**src/rtl/mem_port_arbiter_pkg.sv**
```systemverilog
// ---------------------------------------------------------------------------
// mem_port_arbiter_pkg
// Types shared by the memory port arbiter and its owner FIFO.
//   owner_e     : which requester issued a transfer (0 = fetch, 1 = data)
//   arb_state_e : arbiter lock state (idle, locked on fetch, locked on data)
//   mem_req_t   : request payload carried by both requester ports and the
//                 memory port
// ---------------------------------------------------------------------------
package mem_port_arbiter_pkg;

   typedef enum logic {
      OWN_IF = 1'b0,
      OWN_D  = 1'b1
   } owner_e;

   typedef enum logic [1:0] {
      ST_IDLE    = 2'd0,
      ST_HOLD_IF = 2'd1,
      ST_HOLD_D  = 2'd2
   } arb_state_e;

   typedef struct packed {
      logic        we;
      logic [3:0]  be;
      logic [31:0] addr;
      logic [31:0] wdata;
   } mem_req_t;

endpackage

```
**src/rtl/mem_port_arbiter_owner_fifo.sv**
```systemverilog
// ---------------------------------------------------------------------------
// owner_fifo
// Records the owner bit of each accepted memory request so that in-order
// responses can be routed back to the requester that issued them.
//   i_clk, i_rst   : clock, synchronous active-high reset
//   i_push, i_bit  : push one owner bit
//   i_pop          : pop the head entry
//   o_head         : owner bit at the head
//   o_full/o_empty : occupancy flags
//   o_count        : number of valid entries (0..DEPTH)
// Push while full and pop while empty are ignored.
// ---------------------------------------------------------------------------
module owner_fifo #(
   parameter int unsigned DEPTH = 2
) (
   input  logic                       i_clk,
   input  logic                       i_rst,
   input  logic                       i_push,
   input  logic                       i_bit,
   input  logic                       i_pop,
   output logic                       o_head,
   output logic                       o_full,
   output logic                       o_empty,
   output logic [$clog2(DEPTH):0]     o_count
);

   localparam int unsigned AW = $clog2(DEPTH);
   localparam logic [AW:0] C_FULL = DEPTH[AW:0];

   logic [DEPTH-1:0] r_bits;
   logic [AW-1:0]    r_wptr;
   logic [AW-1:0]    r_rptr;
   logic [AW:0]      r_count;
   logic             w_push;
   logic             w_pop;

   assign o_full  = (r_count == C_FULL);
   assign o_empty = (r_count == '0);
   assign o_count = r_count;
   assign o_head  = r_bits[r_rptr];

   assign w_push = i_push & ~o_full;
   assign w_pop  = i_pop & ~o_empty;

   // DEPTH is a power of two, so pointer overflow is the modulo wrap.
   always_ff @(posedge i_clk) begin
      if (i_rst) begin
         r_bits  <= '0;
         r_wptr  <= '0;
         r_rptr  <= '0;
         r_count <= '0;
      end else begin
         if (w_push) begin
            r_bits[r_wptr] <= i_bit;
            r_wptr         <= r_wptr + 1'b1;
         end
         if (w_pop) begin
            r_rptr <= r_rptr + 1'b1;
         end
         case ({w_push, w_pop})
            2'b10:   r_count <= r_count + 1'b1;
            2'b01:   r_count <= r_count - 1'b1;
            default: r_count <= r_count;
         endcase
      end
   end

endmodule

```
**src/rtl/mem_port_arbiter.sv**
```systemverilog
// ---------------------------------------------------------------------------
// mem_port_arbiter
// Shares one pipelined memory port between instruction fetch (if_*) and the
// load/store unit (d_*). Data has fixed priority; a request that is selected
// but not granted locks the mux on that requester until it is granted.
// Responses are routed through an owner FIFO.
//   clk, rst_i                 : clock, synchronous active-high reset
//   if_req_i/if_addr_i         : fetch request        -> if_gnt_o
//   if_rvalid_o/if_rdata_o     : fetch response
//   d_req_i/d_we_i/d_be_i/d_addr_i/d_wdata_i : data request -> d_gnt_o
//   d_rvalid_o/d_rdata_o       : data response (writes included)
//   mem_req_o..mem_wdata_o     : memory request
//   mem_gnt_i/mem_rvalid_i/mem_rdata_i : memory accept, in-order response
//   resp_err_o                 : sticky, response with no outstanding owner
// Build option: ARB_STARVE_GUARD_EN adds a fetch starvation counter that
// forces fetch to win idle arbitration after STARVE_LIMIT denied cycles.
// ---------------------------------------------------------------------------
module mem_port_arbiter
   import mem_port_arbiter_pkg::*;
#(
   parameter int unsigned MAX_OUTSTANDING = 2,
   parameter int unsigned STARVE_LIMIT    = 4
) (
   input  logic        clk,
   input  logic        rst_i,
   input  logic        if_req_i,
   input  logic [31:0] if_addr_i,
   output logic        if_gnt_o,
   output logic        if_rvalid_o,
   output logic [31:0] if_rdata_o,
   input  logic        d_req_i,
   input  logic        d_we_i,
   input  logic [3:0]  d_be_i,
   input  logic [31:0] d_addr_i,
   input  logic [31:0] d_wdata_i,
   output logic        d_gnt_o,
   output logic        d_rvalid_o,
   output logic [31:0] d_rdata_o,
   output logic        mem_req_o,
   output logic        mem_we_o,
   output logic [3:0]  mem_be_o,
   output logic [31:0] mem_addr_o,
   output logic [31:0] mem_wdata_o,
   input  logic        mem_gnt_i,
   input  logic        mem_rvalid_i,
   input  logic [31:0] mem_rdata_i,
   output logic        resp_err_o
);

   localparam int unsigned CW = $clog2(MAX_OUTSTANDING) + 1;
   localparam logic [CW-1:0] C_MAX = MAX_OUTSTANDING[CW-1:0];

   arb_state_e r_state;
   arb_state_e w_state_nxt;
   owner_e     w_sel;
   logic       w_sel_req;
   logic       w_issuable;
   logic       w_xfer;
   logic       w_pop;
   logic       w_force_if;
   logic       w_head;
   logic       w_full;
   logic       w_empty;
   logic [CW-1:0] w_count;
   logic       r_resp_err;
   mem_req_t   w_if_req;
   mem_req_t   w_d_req;
   mem_req_t   w_mem_req;

   // Fetch is always a full-word read.
   assign w_if_req = '{we: 1'b0, be: 4'hF, addr: if_addr_i, wdata: 32'h0};
   assign w_d_req  = '{we: d_we_i, be: d_be_i, addr: d_addr_i, wdata: d_wdata_i};

`ifdef ARB_STARVE_GUARD_EN
   localparam int unsigned SW = $clog2(STARVE_LIMIT + 1);
   localparam logic [SW-1:0] C_LIM = SW'(STARVE_LIMIT);

   logic [SW-1:0] r_starve_cnt;

   always_ff @(posedge clk) begin
      if (rst_i) begin
         r_starve_cnt <= '0;
      end else if (if_gnt_o) begin
         r_starve_cnt <= '0;
      end else if (if_req_i && (r_starve_cnt != C_LIM)) begin
         r_starve_cnt <= r_starve_cnt + 1'b1;
      end
   end

   assign w_force_if = (r_starve_cnt == C_LIM);
`else
   assign w_force_if = 1'b0;
`endif

   // Selection: locked in HOLD states, priority arbitration in IDLE.
   always_comb begin
      w_sel     = OWN_D;
      w_sel_req = 1'b0;
      case (r_state)
         ST_HOLD_IF: begin
            w_sel     = OWN_IF;
            w_sel_req = if_req_i;
         end
         ST_HOLD_D: begin
            w_sel     = OWN_D;
            w_sel_req = d_req_i;
         end
         default: begin
            w_sel     = (d_req_i && !(w_force_if && if_req_i)) ? OWN_D : OWN_IF;
            w_sel_req = d_req_i | if_req_i;
         end
      endcase
   end

   // Uses the registered count: a same-cycle pop frees the slot next cycle.
   assign w_issuable = (w_count < C_MAX);
   assign mem_req_o  = w_issuable & w_sel_req;
   assign w_xfer     = mem_req_o & mem_gnt_i;
   assign if_gnt_o   = w_xfer & (w_sel == OWN_IF);
   assign d_gnt_o    = w_xfer & (w_sel == OWN_D);

   assign w_mem_req   = !mem_req_o ? '0 : ((w_sel == OWN_D) ? w_d_req : w_if_req);
   assign mem_we_o    = w_mem_req.we;
   assign mem_be_o    = w_mem_req.be;
   assign mem_addr_o  = w_mem_req.addr;
   assign mem_wdata_o = w_mem_req.wdata;

   always_comb begin
      w_state_nxt = r_state;
      case (r_state)
         ST_IDLE: begin
            if (mem_req_o && !mem_gnt_i) begin
               w_state_nxt = (w_sel == OWN_D) ? ST_HOLD_D : ST_HOLD_IF;
            end
         end
         default: begin
            // A withdrawn request also releases the lock so the port cannot
            // stay wedged on a requester that gave up.
            if (w_xfer || !w_sel_req) begin
               w_state_nxt = ST_IDLE;
            end
         end
      endcase
   end

   always_ff @(posedge clk) begin
      if (rst_i) begin
         r_state    <= ST_IDLE;
         r_resp_err <= 1'b0;
      end else begin
         r_state <= w_state_nxt;
         if (mem_rvalid_i && w_empty) begin
            r_resp_err <= 1'b1;
         end
      end
   end

   assign w_pop       = mem_rvalid_i & ~w_empty;
   assign if_rvalid_o = w_pop & (owner_e'(w_head) == OWN_IF);
   assign d_rvalid_o  = w_pop & (owner_e'(w_head) == OWN_D);
   assign if_rdata_o  = mem_rdata_i;
   assign d_rdata_o   = mem_rdata_i;
   assign resp_err_o  = r_resp_err;

   owner_fifo #(
      .DEPTH (MAX_OUTSTANDING)
   ) u_owner_fifo (
      .i_clk   (clk),
      .i_rst   (rst_i),
      .i_push  (w_xfer & ~w_full),
      .i_bit   (w_sel),
      .i_pop   (w_pop),
      .o_head  (w_head),
      .o_full  (w_full),
      .o_empty (w_empty),
      .o_count (w_count)
   );

endmodule

```
**config.mk**
```make
export PLATFORM = sky130hd
export DESIGN_NAME = mem_port_arbiter
export DESIGN_NICKNAME = d
export VERILOG_FILES = /design/src/rtl/mem_port_arbiter_pkg.sv /design/src/rtl/mem_port_arbiter_owner_fifo.sv /design/src/rtl/mem_port_arbiter.sv
export SDC_FILE = /design/constraint.sdc
export NUM_CORES = 1
export LEC_CHECK = 0
export ABC_AREA = 1
export BUFFER_PORTS_ARGS = -buffer_cell sky130_fd_sc_hd__clkbuf_2
export CORE_AREA = 2 2 108 110
export CTS_CLUSTER_SIZE = 14
export DETAILED_ROUTE_END_ITERATION = 10
export DIE_AREA = 0 0 110 112
export GPL_ROUTABILITY_DRIVEN = 0
export GPL_TIMING_DRIVEN = 0
export PLACE_DENSITY = 0.53
export REMOVE_ABC_BUFFERS = 1
export SYNTH_ARGS = -nofsm -noshare
export SYNTH_HDL_FRONTEND = slang
export SYNTH_SLANG_ARGS = --single-unit
export TNS_END_PERCENT = 100
```
**constraint.sdc**
```tcl
create_clock -name clk -period 2.7 [get_ports clk]
set_input_delay 0.27 -clock clk [delete_from_list [all_inputs] [get_ports clk]]
set_output_delay 0.27 -clock clk [all_outputs]
set_load 0.02 [all_outputs]
```
# Word-level counts from Yosys, hierarchy flattened
# Cells that the tools add are included.
[totals] output_inout_bits=139 inputBits=139 wordCells=61 ff_bits=9
[op_classes] reduce_logical=11 mux=15 n_lt_le_gt_ge=4 eq_ne=6 add_sub_neg=4 bitwise_logic=15
[ops] cell="69-bit 2-to-1 mux" n=2
[ops] cell="1-bit bitwise AND" n=10
[ops] cell="2-bit 2-to-1 mux" n=4
[ops] cell="2-bit == test (second input constant)" n=3
[ops] cell="2-bit by 1-bit == test with 1-bit output (second input constant)" n=2
[ops] cell="2-bit zero test" n=2
[ops] cell="1-bit by 2-bit < comparator with 1-bit output (second input constant)" n=2
[ops] cell="1-bit 2-to-1 mux" n=4
[ops] cell="1-bit NOT" n=4
[ops] cell="1-bit one-hot mux with 2 select lines" n=2
[ops] cell="2-bit one-hot mux with 2 select lines" n=1
[ops] cell="2-bit nonzero test" n=2
[ops] cell="1-bit logical AND" n=3
[ops] cell="1-bit adder (second input constant)" n=2
[ops] cell="2-bit by 1-bit adder with 2-bit output (second input constant)" n=1
[ops] cell="2-bit bitwise mux" n=1
[ops] cell="1-bit zero test" n=2
[ops] cell="2-bit < comparator (second input constant)" n=1
[ops] cell="2-bit != test (second input constant)" n=1
[ops] cell="2-bit AND reduction" n=1
[ops] cell="2-bit by 1-bit subtractor with 2-bit output (second input constant)" n=1
[ops] cell="1-bit demux with 1-bit select" n=1
[ops] cell="1-bit greater-or-equal comparator (second input constant)" n=1
[ops] cell="1-bit logical OR" n=1
[ops] cell="1-bit OR" n=1

# Logic depth before layout (Yosys ltp)
# Gate-level depths: netlist of run 1.
[logic_depth] word_depth=8 depth_mapped=10 ltp_nobuf=10

# Hierarchy
# Synthesis of run 1 repeated with hierarchy kept, for this count alone.
[hier_totals] cells_unflattened=351 area_unflattened_um2=1876.8
[modules_own_cells] module="mem_port_arbiter" instances=1 area_each_um2=1552.7 cells_per_inst=299
[modules_own_cells] module="owner_fifo" instances=1 area_each_um2=324.1 cells_per_inst=52

# Least setup slack after synthesis of run 1
# Ideal clock, no wire load.
[synth_timing] path_kind="flip-flop to output port" start="register r_state[0]" end="output port mem_addr_o[0]" setup_slack_ns=0.789 n_path_buf=1 stages_incl_launch_ff=9 arrival_time_ns=1.641 required_ns=2.430 path_cell_list="dfxtp_1 -> inv_1 -> ha_1 -> nand2_1 -> o21ai_2 -> inv_2 -> clkbuf_1 -> nand2_1 -> a21oi_1"
[synth_between] elab_chain_len=4
[synth_lines] item="from (decl)" line_no="mem_port_arbiter.sv:53" text="arb_state_e r_state;"
[synth_lines] item="from (signal assigned)" line_no="mem_port_arbiter.sv:151" text="r_state <= w_state_nxt;"
[synth_lines] item="2-bit == test or 2-bit by 1-bit == test with 1-bit output (tied branches)" line_no="mem_port_arbiter.sv:99" text="case (r_state)"
[synth_lines] item="1-bit one-hot mux with 2 select lines" line_no="mem_port_arbiter.sv:99"
[synth_lines] item="69-bit 2-to-1 mux or 1-bit bitwise AND (tied branches)" line_no="mem_port_arbiter.sv:122, mem_port_arbiter.sv:117"
[synth_lines] item="69-bit 2-to-1 mux (*)" line_no="mem_port_arbiter.sv:122" text="assign w_mem_req = !mem_req_o ? '0 : ((w_sel == OWN_D) ? w_d_req : w_if_req);"
[synth_lines] item="to (decl)" line_no="mem_port_arbiter.sv:42" text="output logic [31:0] mem_addr_o,"
# Mark *: on every way between the ends. The rest lies on a longest branch, timed or not.

# Final worst setup path of run 1
[layout_timing] start="register r_state[0]" end="output port mem_addr_o[21]"
# The elaborated chain is that of the path after synthesis.

==> flow_metrics.tcl, run 1 <==
set metrics [dict create \
    hpwl_um 8747 \
    p_total_w 0.004944 \
    placed_area_sq_um 2350 \
    fp.dieW_um 110 \
    final_area_sq_um 2487 \
    start_util_pct 16.19 \
    tightestPinTransition_ns 0.4986 \
    rows 39 \
    tns_ns 0 \
    grt_pass1_vias 2222 \
    finalSetupViolCount 0 \
    port-buffer-count 181 \
    fillers 1331 \
    cts.sinks 9 \
    fmax_mhz 403.2 \
    hold_viol 0 \
    areaGrowthSynthToFinish_pct 37.48 \
    routed_wl_um 10680 \
    end_kind "output pin" \
    cts_tree "built" \
    p_seq_share_pct 4.6 \
    die_area_sq_um 12320 \
    vdd_ir_drop_max_mv 0.8944 \
    track_usage_pct 16.08 \
    num-nets-final 583 \
    synth_seq_cells 9 \
    dr.pass1.iters 4 \
    register_area_sq_um 180.2 \
    p_leak_nw 1.470 \
    cts_htree_levels 1 \
    die_y_um 112 \
    clk_latency_ns 0.23 \
    powerDensity_nw_per_um2 1988 \
    hp-class "primary input to register" \
    syn_inst 332 \
    skew_ns 0.002710 \
    p_int_w 0.001645 \
    avgViaCountPerCell 4.134 \
    layout.cells.most_common "clkbuf_2" \
    layout_common_cells "clkbuf_2 (181), nand2_1 (107), nor2_1 (56)" \
    initialDrtViolationCount 141 \
    synth-warning-count 0 \
    num_io_pins 278 \
    synth_top_cell_area_share_pct 27.80 \
    power.switching_w 0.003300 \
    cp_cell_sequence "inv_1 > ha_1 > nor2_1 > nand2_2 > nand3_4 > a21oi_1 > clkbuf_2" \
    gr-total-overflow 0 \
    slowest_delay_ns 0.41 \
    grt_max_degree 68 \
    ff2ff_setup_slack_ns 0.41 \
    clockBufferDepth 2 \
    antenna_found_initial 1 \
    multi_input_area_sq_um 1032 \
    root_buffer "clkbuf_16" \
    rsz0062_at_grt "false" \
    pwr-share-comb_pct 90.1 \
    cp_slowest_cell "nand3_4" \
    ys.flop_type "dfxtp_1" \
    maxCapViolCount 0 \
    min_period_ns 2.480 \
    p_clk_share_pct 5.3 \
    crit_path_start_kind "register" \
    cp.arrival_ns 2.21 \
    outcome "finished, final reports clean" \
    vias 2406 \
    crit_type "register to output pin" \
    grt_pass1_wl_um 14210 \
    synth.area.top_cells "buf_4 (28%), nand2_1 (22%), nor2_1 (12%)" \
    antenna_left 0 \
    p_sw_share_pct 66.74 \
    detail_route.wl_per_cell_um 18.34 \
    ys_async_sr_fraction_pct 0 \
    required_ns 2.43 \
    cp_max_fo 36 \
    syn_area_sq_um 1809 \
    drive_gt1_share_pct 44.42 \
    syn_avg_cell_area_sq_um 5.450 \
    synth-edff-count 0 \
    drc 0 \
    clkSlewWorstSetupHoldPaths_ns 0.04 \
    yosysUniqueCellTypes 22 \
    core_sq_um 11170 \
    seq_area_frac_synth_pct 9.959 \
    numCtsBuffers 3 \
    slew_headroom_pct 66.41 \
    maxSlewViolCount 0 \
    fin_crit_sh_pct 91.87 \
    synth_top_area_cell "buf_4" \
    n_antenna_cell 0 \
]
cells in the mapped netlist, types with 4 or more instances:
library cell / n
a21oi_1: 38
buf_2: 10
buf_4: 67
clkbuf_1: 4
dfxtp_1: 9
ha_1: 4
inv_1: 15
nand2_1: 107
nand3_1: 4
nor2_1: 56
o21ai_0: 7
state kept, by name, indices dropped and copies added (netlist names):
| register | flops |
|---|---|
| u_owner_fifo.r_bits | 2 |
| resp_err_o | 1 |
| u_owner_fifo.r_rptr | 1 |
| u_owner_fifo.o_count | 2 |
| r_state | 2 |
| u_owner_fifo.r_wptr | 1 |
cell families after synthesis:
group / count (synthesis) / share of synthesized area [%]
buffers and inverters: 98 / 35.34
adders and majority gates: 4 / 2.766
and+or+nand+nor: 172 / 37.83
DFF: 9 / 9.958
AOI/OAI and AO/OA: 49 / 14.11
path summary, 6_finish.rpt:
kind,start,end,cells after the start
setup / recovery,r_state[0],mem_addr_o[21],7
hold / removal,rst_i,u_owner_fifo.r_bits[0],2
setup reg to reg,r_state[0],u_owner_fifo.o_count[1],10
hold reg to reg,u_owner_fifo.r_rptr,u_owner_fifo.r_rptr,2
power groups by stage:
| stage | Combinational, W | Clock [W] | Sequential, W |
|---|---|---|---|
| 2_1_floorplan | 0.00272 | 0 | 0.000223 |
| 3_3_place_gp | 0.00424 | 0 | 0.000229 |
| 3_5_place_dp | 0.00429 | 0 | 0.000229 |
| 4_1_cts | 0.00444 | 0.000267 | 0.000228 |
| 5_1_grt | 0.00491 | 0.000275 | 0.000237 |
| 6_report | 0.00446 | 0.000261 | 0.000228 |
metal layers:
layer	global-route usage (%)	vias to the layer above	part of all wire, %
li1	-	1183	-
met3	12.35	6	20
met2	22.70	209	39
met4	2.532	4	0.40
met5	5.042	-	0.93
met1	19.22	1004	39
cell type report:
| class | count | share of cell area, % |
|---|---|---|
| Clock buffer | 4 | 3.169 |
| Inverter | 16 | 3.068 |
| Multi-Input combinational cell | 227 | 41.50 |
| Sequential cell | 9 | 7.243 |
| Tap cell | 143 | 7.193 |
| Timing Repair Buffer | 183 | 37.83 |
through the flow:
step / setup slack, ns / util [%] / std cells / hold slack [ns]
floorplan: -0.1950 / - / 250 / 0.3415
global placement: -1.463 / 20.71 / 574 / 0.4683
detailed placement: -0.3331 / 21.03 / 575 / 0.4664
CTS: 0.04241 / 22.00 / 580 / 0.2245
global route: 0.02729 / 22.26 / 582 / 0.2466
finish: 0.2196 / 22.26 / 582 / 0.2269
repair_timing:
action                                  CTS  global route
pin swaps                                 1             2
buffers inserted                          0             1
resized for setup                         5             2
endpoints found under the setup margin   69            17
hold buffers                              0             0
hold endpoints to repair                  0             0
cloned                                    1             1
worst max-delay path, delay by kind of cell, from the launching register on:
kind	cells	cell delay, ns
AOI/OAI and AO/OA	1	0.26
adders and majority gates	1	0.40
buffers and inverters	2	0.27
DFF	1	0.35
and+or+nand+nor	3	0.70
Power figures use the tool's default switching activity.
==> run 2: changes to the inputs <==
--- a/config.mk
+++ b/config.mk
@@ -5,15 +5,14 @@
 export SDC_FILE = /design/constraint.sdc
 export NUM_CORES = 1
 export LEC_CHECK = 0
-export ABC_AREA = 1
 export BUFFER_PORTS_ARGS = -buffer_cell sky130_fd_sc_hd__clkbuf_2
-export CORE_AREA = 2 2 108 110
+export CORE_AREA = 2 2 109 111
 export CTS_CLUSTER_SIZE = 14
 export DETAILED_ROUTE_END_ITERATION = 10
-export DIE_AREA = 0 0 110 112
+export DIE_AREA = 0 0 111 113
 export GPL_ROUTABILITY_DRIVEN = 0
 export GPL_TIMING_DRIVEN = 0
-export PLACE_DENSITY = 0.53
+export PLACE_DENSITY = 0.52
 export REMOVE_ABC_BUFFERS = 1
 export SYNTH_ARGS = -nofsm -noshare
 export SYNTH_HDL_FRONTEND = slang
==> run 2 against run 1 <==
Sequential power barely moved. Worst setup slack got worse by 0.13 ns. Die area grew 1.8%. Via count is 6.3% lower. Routed wire length shrank 23%. Flip-flop and latch count unchanged. Clock skew decreased by 0.0012 ns. Synthesized area is 3.1% lower. First-iteration DRC count fell by 56%. Core utilization is 0.57 points lower. Sequential share of layout area increased by 0.13 points. Critical endpoint is now mem_wdata_o[28].
==> flow_metrics.tcl, run 2 <==
set metrics [dict create \
    outcome "finished, final reports clean" \
    core_sq_um 11270 \
    fillers 1250 \
    hpwl_um 6417 \
    cts_tree "built" \
    antenna_left 0 \
    detail_route.wl_per_cell_um 15.51 \
    num_io_pins 278 \
    cts_hold_buf 0 \
    synth_top_cell_area_share_pct 29.55 \
    n_antenna_cell 0 \
    num-nets-final 530 \
    crit_path_start_kind "register" \
    layout_common_cells "clkbuf_2 (181), nand2_1 (66), a21oi_1 (36)" \
    vdd_ir_drop_max_mv 0.2535 \
    synth_seq_cells 9 \
    layout.cells.most_common "clkbuf_2" \
    fp.dieW_um 111 \
    required_ns 2.43 \
    synth.area.top_cells "buf_4 (30%), nand2_1 (14%), and2_1 (12%)" \
    drc 0 \
    slew_headroom_pct 52.52 \
    areaGrowthSynthToFinish_pct 39.47 \
    rsz0062_at_grt "true" \
    p_total_w 0.002382 \
    ys.flop_type "dfxtp_1" \
    powerDensity_nw_per_um2 974.2 \
    finalSetupViolCount 0 \
    grt_pass1_wl_um 11080 \
    root_buffer "clkbuf_16" \
    numCtsBuffers 3 \
    drive_gt1_share_pct 50.78 \
    syn_area_sq_um 1753 \
    syn_inst 278 \
    seq_area_frac_synth_pct 10.28 \
    crit_type "register to output pin" \
    fin_crit_sh_pct 96.54 \
    synth_top_area_cell "buf_4" \
    hp-class "primary input to register" \
    maxCapViolCount 0 \
    start_util_pct 15.55 \
    routed_wl_um 8206 \
    track_usage_pct 11.40 \
    clockBufferDepth 2 \
    vias 2254 \
    synth-edff-count 0 \
    clk_latency_ns 0.23 \
    yosysMostFrequentCell "buf_4" \
    grt_max_degree 40 \
    min_period_ns 2.607 \
    ys_async_sr_fraction_pct 0 \
    die_area_sq_um 12540 \
    port-buffer-count 181 \
    cts_htree_levels 1 \
    p_leak_nw 1.344 \
    cp.arrival_ns 2.34 \
    maxSlewViolCount 0 \
    die_y_um 113 \
    grt_pass1_vias 1945 \
    synth-warning-count 0 \
    dr.pass1.iters 4 \
    yosysUniqueCellTypes 28 \
    avgViaCountPerCell 4.261 \
    synthTopCellsByCount "buf_4 (69), nand2_1 (66), a21oi_1 (36), and2_1 (33), nor2_1 (13)" \
    fmax_mhz 383.7 \
    clkSlewWorstSetupHoldPaths_ns 0.04 \
    initialDrtViolationCount 62 \
    gr-total-overflow 0 \
    tightestPinTransition_ns 0.6973 \
    cts.sinks 9 \
    cp_max_fo 22 \
    end_kind "output pin" \
    hold_ws_ns 0.2887 \
    rows 39 \
    antenna_found_initial 0 \
    syn_avg_cell_area_sq_um 6.306 \
    hold_viol 0 \
    skew_ns 0.001504 \
]
-- run 2: changes by cell type after synthesis, moves of 5 or more --
cell,change
and2_1,+33
inv_1,-10
nand2_1,-41
buf_2,-6
o21ai_0,-5
nand2b_1,+5
nor2_1,-43
-- run 2: final timing paths --
path | startpoint | to | slack, ns | cells past startpoint
setup / recovery | r_state[1] | mem_wdata_o[28] | 0.09 | 7
hold / removal | mem_rvalid_i | resp_err_o | 0.29 | 3
setup reg to reg | r_state[1] | u_owner_fifo.o_count[1] | 0.23 | 10
hold reg to reg | resp_err_o | resp_err_o | 0.47 | 2
-- run 2: cell type report --
class / instances / area (sq um) / area share [%]
Clock buffer: 4 / 78.83 / 3.224
Timing Repair Buffer: 182 / 933.4 / 38.18
Tap cell: 143 / 178.9 / 7.318
Sequential cell: 9 / 180.2 / 7.370
Multi-Input combinational cell: 186 / 1055 / 43.14
Inverter: 5 / 18.77 / 0.7677
-- run 2: what timing repair did --
action / 4_1_cts / 5_1_grt
gates cloned: 1 / 1
gates resized for setup: 5 / 2
setup endpoints to repair: 41 / 37
pin swaps: 1 / 1
hold endpoints to repair: 0 / 0
setup buffers: 0 / 0
-- run 2: where the power goes --
group	internal (W)	switching, W	total, W
clock	0.000197	0.0000609	0.000258
sequential	0.000172	0.0000545	0.000226
combinational	0.000657	0.00124	0.00190
-- run 2: metrics by stage --
stage	util [%]	instances	TNS (ns)	cell area (sq um)	setup slack [ns]
6_report	21.69	529	0	2445	0.09348
5_1_grt	21.69	529	-1.784	2445	-0.07464
4_1_cts	21.60	528	0	2435	0.04833
3_5_place_dp	20.55	523	-12.48	2316	-0.4044
3_3_place_gp	20.17	522	-122.90	2273	-2.125
2_1_floorplan	-	198	-39.36	1189	-0.7236
-- run 2: worst max-delay path: stages (launching register included) --
cell	delay (ns)
dfxtp_1	0.35
inv_1	0.09
ha_4	0.31
mux2i_4	0.62
buf_16	0.25
nor3_4	0.10
and2_1	0.23
clkbuf_2	0.15
-- run 2: logic make-up (layout without fill, tap and decap cells) --
family	after synthesis	count (layout)	synth area share (%)
and+or+nand+nor	127	129	34.33
DFF	9	9	10.28
xor gates and xnor gates	3	3	1.499
adders and majority gates	4	4	2.855
muxes	4	4	2.355
buffers and inverters	85	191	33.26
AOI/OAI and AO/OA	46	46	15.42
-- run 2: per-layer routing --
layer | routed length, um | vias to the layer above | track usage [%]
met5 | 93 | - | 7.451
met3 | 1467 | 8 | 8.463
met4 | 30 | 4 | 1.500
met2 | 3458 | 212 | 16.03
met1 | 3156 | 980 | 13.68
li1 | - | 1050 | -
==> run 3: changes to the inputs <==
==> constraint.sdc (replaced) <==
create_clock -name clk -period 2.7 [get_ports clk]
set_input_delay 0.27 -clock clk [delete_from_list [all_inputs] [get_ports clk]]
set_output_delay 0.27 -clock clk [all_outputs]
set_load 0.005 [all_outputs]
==> run 3 against run 2 <==
Global-route usage grew 0.32 points. Largest cell class unchanged. Clock skew is essentially flat. Via count grew 1.2%. Core utilization grew 0.20 points. Sequential share of layout area shrank 0.067 points. Combinational power shrank 22%. Critical path type is now register to register. Worst setup slack gained 0.099 ns.
==> flow_metrics.tcl, run 3 (synthesis results as in run 2) <==
set metrics [dict create \
    start_util_pct 15.55 \
    instances_no_fill 531 \
    cts.sinks 9 \
    port-buffer-count 181 \
    vias 2280 \
    cts_htree_levels 1 \
    drive_gt1_share_pct 50.77 \
    routed_wl_um 8586 \
    grt_max_degree 36 \
    root_buffer "clkbuf_16" \
    n_antenna_cell 0 \
    layout_common_cells "clkbuf_2 (181), nand2_1 (66), a21oi_1 (36)" \
    powerDensity_nw_per_um2 797.9 \
    clkSlewWorstSetupHoldPaths_ns 0.04 \
    slowest_delay_ns 0.35 \
    drc 0 \
    core_sq_um 11270 \
    num_io_pins 278 \
    final_util_pct 21.89 \
    maxSlewViolCount 0 \
    place_inst 523 \
    cp_slowest_cell "or3_1" \
    antenna_left 0 \
    clockBufferDepth 2 \
    die_area_sq_um 12540 \
    avgViaCountPerCell 4.294 \
    rows 39 \
    cp_max_fo 10 \
    areaGrowthSynthToFinish_pct 40.76 \
    p_int_w 0.001037 \
    initialDrtViolationCount 74 \
    p_leak_nw 1.353 \
    hpwl_um 6417 \
    finalSetupViolCount 0 \
    fmax_mhz 398.9 \
    fp.dieW_um 111 \
    rsz0062_at_grt "false" \
    die_y_um 113 \
    p_seq_share_pct 11.6 \
    end_kind "register" \
    grt_pass1_vias 1954 \
    p_clk_share_pct 13.1 \
    crit_type "register to register" \
    skew_ns 0.001996 \
    gr-total-overflow 0 \
    clk_latency_ns 0.23 \
    required_ns 2.86 \
    cp.arrival_ns 2.67 \
    reg2reg_depth 10 \
    p_sw_share_pct 47.35 \
    cts_tree "built" \
    fin_crit_sh_pct 92.86 \
    tightestPinTransition_ns 0.6890 \
    cp.depth 10 \
    numCtsBuffers 3 \
    antenna_found_initial 0 \
    slew_headroom_pct 54.00 \
    detail_route.wl_per_cell_um 16.17 \
    crit_buf_inv 2 \
    cp_cell_sequence "inv_1 > ha_1 > nand2b_1 > a22o_2 > nand2b_4 > inv_1 > nand2_1 > ha_1 > or3_1 > a21oi_1" \
    hp-class "primary input to register" \
    dr.pass1.iters 4 \
    post-cts-setup-buffer-count 0 \
    grt_pass1_wl_um 11320 \
    crit_path_start_kind "register" \
    min_period_ns 2.507 \
    track_usage_pct 11.71 \
    pwr-share-comb_pct 75.2 \
    maxCapViolCount 0 \
    layout.cells.most_common "clkbuf_2" \
    whs_path_depth 3 \
    num-nets-final 532 \
    vdd_ir_drop_max_mv 0.2147 \
    outcome "finished, final reports clean" \
    hold_viol 0 \
    tns_ns 0 \
    power.switching_w 0.0009322 \
    critPathTopFamily "simple AND/OR/NAND/NOR gates" \
]
run 3: cell types whose count changed in the layout (fill, tap and decap cells not counted):
cell | before | now
inv_1 | 4 | 5
inv_2 | 1 | 0
mux2i_2 | 0 | 1
nand2b_2 | 1 | 2
run 3: worst register-to-register path: stages, from the launching register on:
cell and delay, ns:
dfxtp_1 0.32, inv_1 0.12, ha_1 0.30, nand2b_1 0.21
a22o_2 0.28, nand2b_4 0.16, inv_1 0.16, nand2_1 0.07
ha_1 0.31, or3_1 0.35, a21oi_1 0.15
run 3: per-stage QoR:
stage	hold slack (ns)	worst slack, ns	total power (W)	cell area (sq um)
floorplan	0.3391	-0.6622	0.0009328	1189
global placement	0.4508	-2.081	0.001541	2273
detailed placement	0.4631	-0.3485	0.001593	2316
CTS	0.2906	0.02104	0.001938	2434
global route	0.3049	0.02167	0.002149	2467
finish	0.2906	0.1929	0.001969	2467
run 3: routing by layer:
metal / up-vias / global-route usage [%] / share of wire (%)
li1: 1057 / - / -
met5: - / 7.451 / 1.1
met4: 4 / 1.500 / 0.43
met2: 217 / 16.85 / 43
met3: 12 / 8.463 / 17
met1: 990 / 13.94 / 39
run 3: final timing paths:
check,slack [ns],from,to
worst max register to register,0.19,r_state[0],u_owner_fifo.o_count[1]
worst min register to register,0.47,resp_err_o,resp_err_o
worst max-delay path,0.19,r_state[0],u_owner_fifo.o_count[1]
worst min-delay path,0.29,mem_rvalid_i,resp_err_o
run 3: power groups by stage:
stage	registers (W)	logic (W)	clock network [W]
floorplan	0.000206	0.000727	0
global placement	0.000213	0.00133	0
detailed placement	0.000214	0.00138	0
CTS	0.000230	0.00145	0.000261
global route	0.000237	0.00164	0.000271
finish	0.000229	0.00148	0.000258
run 3: layout make-up:
class                   count  area [sq um]
multi-input cells         188          1077
inverters                   5         18.77
well taps                 143         178.9
repair buffers            182         933.4
clock buffers               4         78.83
flip-flops and latches      9         180.2
fillers                  1253          8805
run 3: repair_timing:
action                     4_1_cts  5_1_grt
gates resized for setup          4        2
setup endpoints to repair       39       41
gates cloned                     2        2
hold buffers                     0        0
pin swaps                        1        1
